[src/rtl/fpcvt_sched.sv]
// fpcvt_sched: round-robin scheduler sharing one FPCVT converter among
// N_REQ requesters. Also contains the fpcvt converter module it instantiates.
//
// Ports (fpcvt_sched):
//   clk, rst      clock, asynchronous active-high reset
//   req_valid     per-requester operand valid
//   req_data      packed operands, requester i on [13*i+12 : 13*i]
//   req_ready     one-hot accept pulse (IDLE only)
//   resp_valid    result presented
//   resp_ready    consumer accepts the result
//   resp_id       index of the requester owning the result
//   resp_float    {S, E[2:0], F[4:0]}
//   busy          FSM not in IDLE
//   sat_cnt       saturated-result count, sticks at 255
//
// Ports (fpcvt):
//   din           13-bit two's-complement operand
//   s, e, f       sign, 3-bit exponent, 5-bit significand (value = F * 2^E)

module fpcvt (
  input  logic [12:0] din,
  output logic        s,
  output logic [2:0]  e,
  output logic [4:0]  f
);

  logic [12:0] mag;
  logic [3:0]  p;
  logic [5:0]  sh;
  logic [5:0]  sum;
  logic [3:0]  ex;

  // Magnitude, leading-one search, round on the bit below the significand.
  always_comb begin
    s   = din[12];
    e   = 3'd0;
    f   = 5'd0;
    sh  = 6'd0;
    sum = 6'd0;
    ex  = 4'd0;
    // -4096 negates to 13'h1000, which is still the correct unsigned magnitude
    mag = din[12] ? (13'd0 - din) : din;
    p   = 4'd0;
    for (int i = 0; i < 13; i++) begin
      if (mag[i]) begin
        p = 4'(i);
      end else begin
        p = p;
      end
    end
    if (p <= 4'd4) begin
      // small magnitudes are exact with E=0
      e = 3'd0;
      f = mag[4:0];
    end else begin
      // sh[5:1] is the 5-bit significand, sh[0] the rounding bit
      sh  = 6'(mag >> (p - 4'd5));
      sum = {1'b0, sh[5:1]} + {5'd0, sh[0]};
      // significand overflow after rounding bumps the exponent
      ex  = p - 4'd4 + {3'd0, sum[5]};
      if (ex > 4'd7) begin
        e = 3'd7;
        f = 5'd31;
      end else begin
        e = ex[2:0];
        f = sum[5] ? 5'b10000 : sum[4:0];
      end
    end
  end

endmodule

module fpcvt_sched #(
  parameter int N_REQ = 4,
  parameter int ID_W  = 2
) (
  input  logic                 clk,
  input  logic                 rst,
  input  logic [N_REQ-1:0]     req_valid,
  input  logic [13*N_REQ-1:0]  req_data,
  output logic [N_REQ-1:0]     req_ready,
  output logic                 resp_valid,
  input  logic                 resp_ready,
  output logic [ID_W-1:0]      resp_id,
  output logic [8:0]           resp_float,
  output logic                 busy,
  output logic [7:0]           sat_cnt
);

  typedef enum logic [1:0] {
    S_IDLE = 2'd0,
    S_CONV = 2'd1,
    S_RESP = 2'd2
  } state_t;

  state_t          state_q, state_d;
  logic [ID_W-1:0] rr_ptr_q, rr_ptr_d;
  logic [12:0]     op_q, op_d;
  logic [ID_W-1:0] id_q, id_d;
  logic            resp_valid_q, resp_valid_d;
  logic [ID_W-1:0] resp_id_q, resp_id_d;
  logic [8:0]      resp_float_q, resp_float_d;
  logic [7:0]      sat_cnt_q, sat_cnt_d;

  logic            gnt_found;
  logic [ID_W-1:0] gnt_idx;
  logic [12:0]     gnt_data;
  logic            cv_s;
  logic [2:0]      cv_e;
  logic [4:0]      cv_f;

  // The converter only ever sees the registered operand.
  fpcvt u_fpcvt (
    .din (op_q),
    .s   (cv_s),
    .e   (cv_e),
    .f   (cv_f)
  );

  // Round-robin search upward from rr_ptr, wrapping at N_REQ-1.
  always_comb begin
    int              idx;
    logic [ID_W-1:0] idx_w;
    gnt_found = 1'b0;
    gnt_idx   = '0;
    idx       = 0;
    idx_w     = '0;
    for (int k = 0; k < N_REQ; k++) begin
      idx = int'(rr_ptr_q) + k;
      if (idx >= N_REQ) begin
        idx = idx - N_REQ;
      end else begin
        idx = idx;
      end
      idx_w = ID_W'(idx);
      if (!gnt_found && req_valid[idx_w]) begin
        gnt_found = 1'b1;
        gnt_idx   = idx_w;
      end else begin
        gnt_found = gnt_found;
      end
    end
  end

  // Operand mux and one-hot accept pulse for the granted requester.
  always_comb begin
    gnt_data  = 13'd0;
    req_ready = '0;
    for (int k = 0; k < N_REQ; k++) begin
      if (gnt_idx == ID_W'(k)) begin
        gnt_data     = req_data[13*k +: 13];
        req_ready[k] = !rst && (state_q == S_IDLE) && gnt_found;
      end else begin
        req_ready[k] = 1'b0;
      end
    end
  end

  // FSM next-state and datapath updates.
  always_comb begin
    state_d      = state_q;
    rr_ptr_d     = rr_ptr_q;
    op_d         = op_q;
    id_d         = id_q;
    resp_valid_d = resp_valid_q;
    resp_id_d    = resp_id_q;
    resp_float_d = resp_float_q;
    sat_cnt_d    = sat_cnt_q;
    case (state_q)
      S_IDLE: begin
        if (gnt_found) begin
          op_d     = gnt_data;
          id_d     = gnt_idx;
          rr_ptr_d = (gnt_idx == ID_W'(N_REQ - 1)) ? '0 : gnt_idx + ID_W'(1);
          state_d  = S_CONV;
        end else begin
          state_d  = S_IDLE;
        end
      end
      S_CONV: begin
        resp_float_d = {cv_s, cv_e, cv_f};
        resp_id_d    = id_q;
        resp_valid_d = 1'b1;
        state_d      = S_RESP;
        // saturation is identified by the output code, either sign
        if ({cv_e, cv_f} == 8'hFF && sat_cnt_q != 8'hFF) begin
          sat_cnt_d = sat_cnt_q + 8'd1;
        end else begin
          sat_cnt_d = sat_cnt_q;
        end
      end
      S_RESP: begin
        if (resp_ready) begin
          resp_valid_d = 1'b0;
          state_d      = S_IDLE;
        end else begin
          state_d      = S_RESP;
        end
      end
      default: begin
        state_d = S_IDLE;
      end
    endcase
  end

  // State registers.
  always_ff @(posedge clk or posedge rst) begin
    if (rst) begin
      state_q      <= S_IDLE;
      rr_ptr_q     <= '0;
      op_q         <= 13'd0;
      id_q         <= '0;
      resp_valid_q <= 1'b0;
      resp_id_q    <= '0;
      resp_float_q <= 9'd0;
      sat_cnt_q    <= 8'd0;
    end else begin
      state_q      <= state_d;
      rr_ptr_q     <= rr_ptr_d;
      op_q         <= op_d;
      id_q         <= id_d;
      resp_valid_q <= resp_valid_d;
      resp_id_q    <= resp_id_d;
      resp_float_q <= resp_float_d;
      sat_cnt_q    <= sat_cnt_d;
    end
  end

  assign resp_valid = resp_valid_q;
  assign resp_id    = resp_id_q;
  assign resp_float = resp_float_q;
  assign busy       = (state_q != S_IDLE);
  assign sat_cnt    = sat_cnt_q;

endmodule

[config.mk]
export PLATFORM = sky130hd
export DESIGN_NAME = fpcvt_sched
export DESIGN_NICKNAME = d
export VERILOG_FILES = /design/src/rtl/fpcvt_sched.sv
export SDC_FILE = /design/constraint.sdc
export NUM_CORES = 1
export LEC_CHECK = 0
export BUFFER_PORTS_ARGS = -buffer_cell sky130_fd_sc_hd__buf_2
export CAP_MARGIN = 20
export CORE_UTILIZATION = 60
export DETAILED_ROUTE_END_ITERATION = 7
export HOLD_SLACK_MARGIN = 0.1
export PLACE_DENSITY = 0.92
export SLEW_MARGIN = 20
export SYNTH_ARGS = -nofsm -noshare
export SYNTH_HDL_FRONTEND = slang
export SYNTH_HIERARCHICAL = 1
export SYNTH_SLANG_ARGS = --single-unit
export TNS_END_PERCENT = 20
[constraint.sdc]
create_clock -name clk -period 16.6 [get_ports clk]
set_input_delay 2.49 -clock clk [delete_from_list [all_inputs] [get_ports clk]]
set_output_delay 2.49 -clock clk [all_outputs]
set_load 0.1 [all_outputs]
==> out/qor.txt, run 1 <==
status - completed
Worst setup EP type - flip-flop
commonest non-fill, non-tap cell in the layout - buf_2
simple-gate share of the synthesized area - 0.205
Achievable Freq - 133 MHz
cells after synthesis - 449
TritonCTS clock tree - done
ys flop type - dfrtp_1
Reg2Reg Setup Slack - 9.07 ns
Critical-path top delay cell - or4b_1
critical path's most frequent cell - ha_1
GP Congestion - 0.902
postcts setup bufs - 0
IO Pins - 84
clock slew at reported path FFs - 0.08 ns
setup_tns - 0 ns
first-pass GRT wire length - 16600 um
headroom to the max-slew limit - 0.357
CTS Buffer Depth - 2
largest family of logic cells by synthesized area - compound AO/OA/AOI/OAI gates
post-cts resize count - 0
Hold Crit Depth - 1
CP required - 16.78 ns
CP Buf/Inv Count - 4
drt pass-1 iters - 5
Worst setup SP type - flip-flop
XOR/XNOR Fraction of Synth Area - 0.0423
Synth cell types - 87
post-synthesis cell area - 3930 um2
Final Setup Violations - 0
Worst-Skew Late Latency - 0.29 ns
post-synthesis sequential area ratio - 0.248
fin nets - 578
fin. max-slew vios - 0
HP Start - resp_float[8]
share of the clock period used by the worst path - 0.453
TritonCTS buffer count - 5
Top delay family on crit path - compound AO/OA/AOI/OAI gates
CTS HTree Levels - 2
vias in the first global route - 3649
YS warnings - 6
Detailed Route WL - 9890 um
Remaining DRCs - 0
Antenna diodes - 0
dpl hpwl - 7300 um
endpoints failing hold - 0
Root Buffer - clkbuf_8
Starting DRT DRC Count - 327
Die ar. - 6880 um2
Worst Path Arrival - 7.71 ns
row count - 29
R2R Path Start - op_q[1]
post-synthesis mux area share - 0.0675
depth of the worst register-to-register path - 26
# clock sinks - 39
post-route ant nets - 0
drt wl/cell - 16.9 um
max-cap check violation count - 0
antenna violations before repair - 0
DR vias - 3814
Tmin final - 7.53 ns
Post-Syn Nets - 519
post-synthesis adder-cell area fraction - 0.0350
GRT Residual Overflow - 0
GRT Resource Usage Total - 0.289
number of fill cells - 447
area delta synth->final - 10.6%
CP Class - flip-flop to flip-flop
Setup crit start - op_q[1]
EDFF count, synth - 0
die height - 83.0 um
most frequent cells in the layout - 83 x buf_2, 40 x nor2_1, 39 x dfrtp_1, 31 x inv_1
RSZ-0062 raised after global routing - no
Die W - 83.0 um
Port Buf Inserts - 83
CORE AREA - 6350 um2
drt via density - 6.51
Worst path depth - 26
Worst Path Max Fanout - 17
actual slew at the worst max-slew pin - 0.965 ns
hold buffer count at cts - 0
CP max stage delay - 0.74 ns
layout cells sized above 1 - 0.312
effective utilization at floorplan - 0.619
largest net degree at the start of global routing - 44
Worst Skew - 0.0116 ns
Compound-Gate Fraction of Synth Area - 0.319
Avg Cell Area, Syn - 8.76 um2
number of synthesized register bits - 39
ys async rst share - 1.00
Worst Hold Class - flip-flop to flip-flop
-- synth_stat cells, drive strengths merged, types with 4 or more instances --
| cell type | n | area, um2 |
|---|---|---|
| o211ai | 4 | 30.0 |
| ha | 11 | 138 |
| nand4 | 5 | 43.8 |
| and3 | 10 | 67.6 |
| inv | 33 | 131 |
| a32oi | 4 | 35.0 |
| clkbuf | 18 | 67.6 |
| nor3 | 7 | 57.6 |
| o21a | 4 | 30.0 |
| a211o | 14 | 131 |
| buf | 15 | 129 |
| xor2 | 9 | 78.8 |
| mux2 | 13 | 154 |
| o22ai | 4 | 25.0 |
| mux2i | 4 | 40.0 |
| nor2b | 5 | 31.3 |
| nand2 | 20 | 75.1 |
| a221oi | 16 | 146 |
| and2 | 4 | 27.5 |
| a21oi | 42 | 289 |
| nand2b | 5 | 31.3 |
| nor2 | 46 | 188 |
| or2 | 4 | 27.5 |
| xnor2 | 10 | 87.6 |
| dfrtp | 39 | 976 |
| a31oi | 7 | 58.8 |
| nand3 | 14 | 70.1 |
| a21o | 6 | 45.0 |
| o21ai | 18 | 105 |
| a211oi | 4 | 35.0 |
| nor4 | 5 | 67.6 |
-- metal layers --
| layer | vias to the layer above | wire length (um) | global-route usage |
|---|---|---|---|
| met5 | - | 0 | 0 |
| met4 | 0 | 197 | 0.0940 |
| met3 | 24 | 621 | 0.0408 |
| met2 | 175 | 4850 | 0.497 |
| met1 | 1813 | 4220 | 0.376 |
| li1 | 1802 | - | - |
-- state kept, by name, indices dropped and copies added (netlist names) --
signal      flops
op_q           13
resp_float      9
sat_cnt         8
id_q            2
resp_id         2
rr_ptr_q        2
state_q         2
resp_valid      1
-- area by class of cell --
cell class	instances	area, um2	area share
multi-input cells	344	2630	0.605
flip-flops and latches	39	976	0.224
repair buffers	85	430	0.0990
inverters	33	131	0.0302
well taps	77	96.3	0.0222
clock buffers	6	72.6	0.0167
clock inverters	2	12.5	0.00288
-- logic make-up after synthesis --
group | after synthesis
AOI/OAI and AO/OA | 155
xor gates and xnor gates | 19
adders and majority gates | 11
muxes | 20
and+or+nand+nor | 139
DFF | 39
buffers and inverters | 66
-- through the flow --
stage	worst slack [ns]	hold WS, ns	instance area (um2)	cells	util
after floorplan	9.58	0.450	3930	449	-
after global routing	8.45	0.512	4350	586	0.685
after CTS	9.21	0.509	4350	586	0.685
final	9.07	0.508	4350	586	0.685
after global placement	9.36	0.484	4260	578	0.671
after detailed placement	9.24	0.491	4260	578	0.671
-- worst paths after layout --
path / end
max in group asynchronous: op_q[11]
worst max-delay path: sat_cnt[1]
worst min register to register: resp_float[8]
min in group asynchronous: resp_id[1]
worst min-delay path: resp_float[8]
worst max register to register: sat_cnt[1]
Power of run 1 is not shown: default switching activity piles up to over one toggle a cycle in this logic, so the estimate is an artifact.
==> run 2: changes to the inputs <==
CORE_UTILIZATION = 51   (was 60)
PLACE_DENSITY = 0.83   (was 0.92)
clock period = 6.05 ns   (was 16.6 ns; I/O delays follow)
==> run 2 against run 1 <==
Register-to-register slack got worse by 8.9 ns. Worst setup slack got worse by 8.9 ns. Via count increased by 4.4%. Die area increased by 17%. Core utilization decreased by 3.9 points. Hold slack got worse by 0.0027 ns. Critical endpoint unchanged. Highest routed layer unchanged.
==> out/qor.txt, run 2 (synthesis results as in run 1) <==
status - completed (unchanged)
post-layout util - 0.645 (was 0.685)
most frequent cells in the layout - 83 x buf_2, 39 x dfrtp_1, 38 x nor2_1, 35 x buf_4, 28 x inv_1 (was 83 x buf_2, 40 x nor2_1, 39 x dfrtp_1, 31 x inv_1)
Worst-Skew Late Latency - 0.29 ns (about the same)
drt via density - 6.20 (was 6.51)
CP required - 6.24 ns (was 16.78 ns)
M3 GR Usage - 0.0330 (was 0.0408)
Detailed Route WL - 10800 um (was 9890 um)
# clock sinks - 39 (unchanged)
Die W - 89.8 um (was 83.0 um)
endpoints failing hold - 0 (unchanged)
TritonCTS clock tree - done (unchanged)
Largest register FFs - 13 (unchanged)
dpl hpwl - 8100 um (was 7300 um)
GRT Resource Usage Total - 0.269 (was 0.289)
Worst Path Max Fanout - 9 (was 17)
CP Class - flip-flop to flip-flop (unchanged)
fin nets - 612 (was 578)
share of the clock period used by the worst path - 0.967 (was 0.453)
Reg area - 976 um2 (unchanged)
Worst Skew - 0.00609 ns (was 0.0116 ns)
Biggest register - op_q (unchanged)
headroom to the max-slew limit - 0.389 (was 0.357)
CTS Buffer Depth - 2 (unchanged)
Worst Hold Class - flip-flop to flip-flop (unchanged)
Worst setup SP type - flip-flop (unchanged)
commonest non-fill, non-tap cell in the layout - buf_2 (unchanged)
GR peak layer - met2 (unchanged)
CP max stage delay - 0.55 ns (was 0.74 ns)
CTS HTree Levels - 2 (unchanged)
CORE AREA - 7370 um2 (was 6350 um2)
max-cap check violation count - 0 (unchanged)
Tmin final - 5.85 ns (was 7.53 ns)
effective utilization at floorplan - 0.534 (was 0.619)
global routing usage on met2 - 0.451 (was 0.497)
critical path's most frequent cell - ha_4 (was ha_1)
largest net degree at the start of global routing - 29 (was 44)
Die ar. - 8070 um2 (was 6880 um2)
first-pass GRT wire length - 18100 um (was 16600 um)
layout cells sized above 1 - 0.392 (was 0.312)
clock slew at reported path FFs - 0.08 ns (about the same)
antenna violations before repair - 0 (unchanged)
number of fill cells - 618 (was 447)
Worst Path Arrival - 6.04 ns (was 7.71 ns)
die height - 89.8 um (was 83.0 um)
Multi-input gate area - 2750 um2 (was 2630 um2)
met1 GRT Util - 0.365 (was 0.376)
Worst setup EP type - flip-flop (unchanged)
IO Pins - 84 (unchanged)
Antenna diodes - 0 (unchanged)
GP Congestion - 0.901 (was 0.902)
Starting DRT DRC Count - 432 (was 327)
actual slew at the worst max-slew pin - 0.913 ns (was 0.965 ns)
fin. max-slew vios - 0 (unchanged)
area delta synth->final - 20.9% (was 10.6%)
Root Buffer - clkbuf_8 (unchanged)
Port Buf Inserts - 83 (unchanged)
TritonCTS buffer count - 5 (unchanged)
Achievable Freq - 171 MHz (was 133 MHz)
post-route ant nets - 0 (unchanged)
DR vias - 3981 (was 3814)
drt wl/cell - 16.9 um (about the same)
Remaining DRCs - 0 (unchanged)
hold buffer count at cts - 0 (unchanged)
Final Setup Violations - 0 (unchanged)
Critical-path top delay cell - or4b_4 (was or4b_1)
GRT Residual Overflow - 0 (unchanged)
vias in the first global route - 3815 (was 3649)
row count - 31 (was 29)
Min Hold Slack - 0.505 ns (was 0.508 ns)
drt pass-1 iters - 5 (unchanged)
## run 2: changes by cell type in the layout (fill, tap and decap cells not counted), sizes merged
cell    previous run  this run
buf               85       118
clkbuf             6         7
## run 2: per-stage QoR
stage	instance area, um2	std cells	setup WS, ns	TNS (ns)
after global routing	4760	642	-0.0770	-0.283
final	4760	642	0.200	0
after global placement	4550	625	0.289	0
after CTS	4630	633	0.0500	0
after floorplan	4050	449	0.0116	0
after detailed placement	4550	625	0.0759	0
## run 2: final timing paths
path                       depth (start not counted)  slack (ns)     startpoint            end
setup / recovery                                  26        0.20        op_q[1]     sat_cnt[1]
setup reg to reg                                  26        0.20        op_q[1]     sat_cnt[1]
hold reg to reg                                    1        0.51  resp_float[1]  resp_float[1]
hold / removal                                     1        0.51  resp_float[1]  resp_float[1]
min in group asynchronous                          2        0.67            rst        op_q[8]
max in group asynchronous                          3        4.62            rst        op_q[1]
## run 2: area by class of cell
cell class | count | share of cell area
inverter | 33 | 0.0282
timing repair buffer | 119 | 0.144
sequential | 39 | 0.205
clock buffer | 6 | 0.0153
clock inverter | 2 | 0.00263
tap | 99 | 0.0260
multi-input combinational | 344 | 0.579
## run 2: critical path, delay by kind of cell (launching register included)
family	cells	cell delay, ns
AOI/OAI and AO/OA	6	1.06
adders and majority gates	4	0.84
buffers and inverters	3	0.29
DFF	1	0.41
muxes	2	0.51
and+or+nand+nor	11	2.64
## run 2: layer usage
layer | vias up | part of all wire
met4 | 0 | 0.013
li1 | 1863 | -
met2 | 182 | 0.49
met1 | 1921 | 0.44
met3 | 15 | 0.057
met5 | - | 0
## run 2: what timing repair did
| item | in CTS | in global routing |
|---|---|---|
| setup endpoints to repair | 0 | 8 |
| setup buffers | 0 | 9 |
| resized for setup | 0 | 13 |
Power of run 2 is left out for the same reason.
==> run 3: changes to the inputs <==
SETUP_SLACK_MARGIN = 0.5   (was not set)
==> run 3 against run 2 <==
Hold slack better by 0.0068 ns. First-iteration DRC count fell by 9.5%. Clock skew is 0.0071 ns higher. Clock-buffer cell count is 1 lower. Maximum frequency increased by 1.8%. Via count rose by 3.0%. Final cell count is 2.2% higher.
==> out/qor.txt, run 3 (synthesis results as in run 1) <==
Worst Path Max Fanout - 8 (was 9)
most frequent cells in the layout - 83 x buf_2, 47 x buf_4, 38 x nor2_1, 38 x dfrtp_1, 27 x inv_1 (was 83 x buf_2, 39 x dfrtp_1, 38 x nor2_1, 35 x buf_4, 28 x inv_1)
critical path's most frequent cell - ha_4 (unchanged)
Hold Path End - resp_float[5] (was resp_float[1])
Worst-Skew Late Latency - 0.30 ns (was 0.29 ns)
area delta synth->final - 27.3% (was 20.9%)
DR vias - 4099 (was 3981)
RSZ-0062 raised after global routing - yes
share of the clock period used by the worst path - 0.950 (was 0.967)
drt wl/cell - 17.4 um (was 16.9 um)
Critical-path top delay cell - or4b_4 (unchanged)
CP max stage delay - 0.52 ns (was 0.55 ns)
Largest register FFs - 13 (unchanged)
CP Class - flip-flop to flip-flop (unchanged)
Worst Skew - 0.0132 ns (was 0.00609 ns)
Setup crit start - op_q[1] (unchanged)
number of fill cells - 555 (was 618)
fin nets - 626 (was 612)
GRT Residual Overflow - 0 (unchanged)
# clock sinks - 39 (unchanged)
first-pass GRT wire length - 18600 um (was 18100 um)
Detailed Route WL - 11400 um (was 10800 um)
max-cap check violation count - 0 (unchanged)
GP Congestion - 0.930 (was 0.901)
setup_tns - 0 ns (unchanged)
die height - 89.8 um (unchanged)
Die ar. - 8070 um2 (unchanged)
headroom to the max-slew limit - 0.359 (was 0.389)
Crit Reg-Reg Endpoint - sat_cnt[1] (unchanged)
IO Pins - 84 (unchanged)
CP Buf/Inv Count - 2 (was 3)
post-route ant nets - 0 (unchanged)
fin. max-slew vios - 0 (unchanged)
commonest non-fill, non-tap cell in the layout - buf_2 (unchanged)
antenna violations before repair - 0 (unchanged)
TritonCTS clock tree - done (unchanged)
Top delay family on crit path - simple AND/OR/NAND/NOR gates (unchanged)
Worst setup SP type - flip-flop (unchanged)
Reg2Reg Setup Slack - 0.30 ns (was 0.20 ns)
Antenna diodes - 0 (unchanged)
drt via density - 6.25 (was 6.20)
CP required - 6.24 ns (about the same)
Port Buf Inserts - 83 (unchanged)
CORE AREA - 7370 um2 (unchanged)
clock slew at reported path FFs - 0.08 ns (about the same)
Hold Crit Depth - 1 (unchanged)
Worst setup EP type - flip-flop (unchanged)
TritonCTS buffer count - 5 (unchanged)
R2R Path Start - op_q[1] (unchanged)
GRT Resource Usage Total - 0.277 (was 0.269)
Starting DRT DRC Count - 391 (was 432)
HP Start - resp_float[5] (was resp_float[1])
vias in the first global route - 4015 (was 3815)
actual slew at the worst max-slew pin - 0.957 ns (was 0.913 ns)
Root Buffer - clkbuf_8 (unchanged)
largest net degree at the start of global routing - 44 (was 29)
Worst Hold Class - flip-flop to flip-flop (unchanged)
hold buffer count at cts - 0 (unchanged)
effective utilization at floorplan - 0.534 (unchanged)
worst-path cell chain - inv_4 -> ha_4 -> or4b_4 -> or4_1 -> and3_4 -> o22ai_2 -> nand2_2 -> ha_4 -> mux4_2 -> nor2_2 -> a211oi_2 -> ha_2 -> nand4_4 -> inv_2 -> ha_4 -> a2111o_1 -> o211ai_1 -> nand2b_4 -> a21oi_2 -> nor2_2 -> nand4_1 -> nor3_4 -> and2_4 -> mux2_4
layout cells sized above 1 - 0.438 (was 0.392)
drt pass-1 iters - 5 (unchanged)
row count - 31 (unchanged)
status - completed (unchanged)
Biggest register - op_q (unchanged)
Worst Path Arrival - 5.94 ns (was 6.04 ns)
dpl hpwl - 8100 um (about the same)
Final Setup Violations - 0 (unchanged)
endpoints failing hold - 0 (unchanged)
Remaining DRCs - 0 (unchanged)
depth of the worst register-to-register path - 24 (was 26)
Min Hold Slack - 0.512 ns (was 0.505 ns)
Die W - 89.8 um (unchanged)
Achievable Freq - 174 MHz (was 171 MHz)
CTS HTree Levels - 2 (unchanged)
Tmin final - 5.75 ns (was 5.85 ns)
CTS Buffer Depth - 2 (unchanged)
## run 3: metal layers
metal  vias up  track usage  share of wire
met5         -            0              0
met4         0       0.0929          0.033
met3        52       0.0372          0.056
met2       200        0.485           0.50
met1      1951        0.351           0.41
li1       1896            -              -
## run 3: final cells by class
class	count	area, um2	area share
Tap cell	99	124	0.0248
Inverter	33	134	0.0267
Multi-Input combinational cell	345	2860	0.572
Sequential cell	39	977	0.195
Clock buffer	5	68.8	0.0138
Clock inverter	3	43.8	0.00875
Timing Repair Buffer	132	795	0.159
## run 3: stage by stage
step | setup WS (ns) | cells | cell area [um2] | utilization
2_1_floorplan | 0.0168 | 449 | 4050 | -
3_3_place_gp | 0.323 | 624 | 4540 | 0.616
3_5_place_dp | 0.0452 | 624 | 4540 | 0.616
4_1_cts | 0.504 | 646 | 4820 | 0.654
5_1_grt | 0.136 | 656 | 5000 | 0.679
6_report | 0.303 | 656 | 5000 | 0.679
## run 3: timing repair
item                       4_1_cts  5_1_grt
gates cloned                     1        0
setup endpoints to repair        8        8
setup buffers                   13       10
resized for setup               15       23
pin swaps                       12       20
## run 3: worst max-delay path by stage
stage,to,cells past startpoint,slack [ns]
5_1_grt,sat_cnt[1],25,0.14
4_1_cts,sat_cnt[1],26,0.50
3_3_place_gp,sat_cnt[1],26,0.32
3_5_place_dp,sat_cnt[1],26,0.05
2_1_floorplan,sat_cnt[1],30,0.02
6_report,sat_cnt[1],24,0.30
Power of run 3 is left out for the same reason.
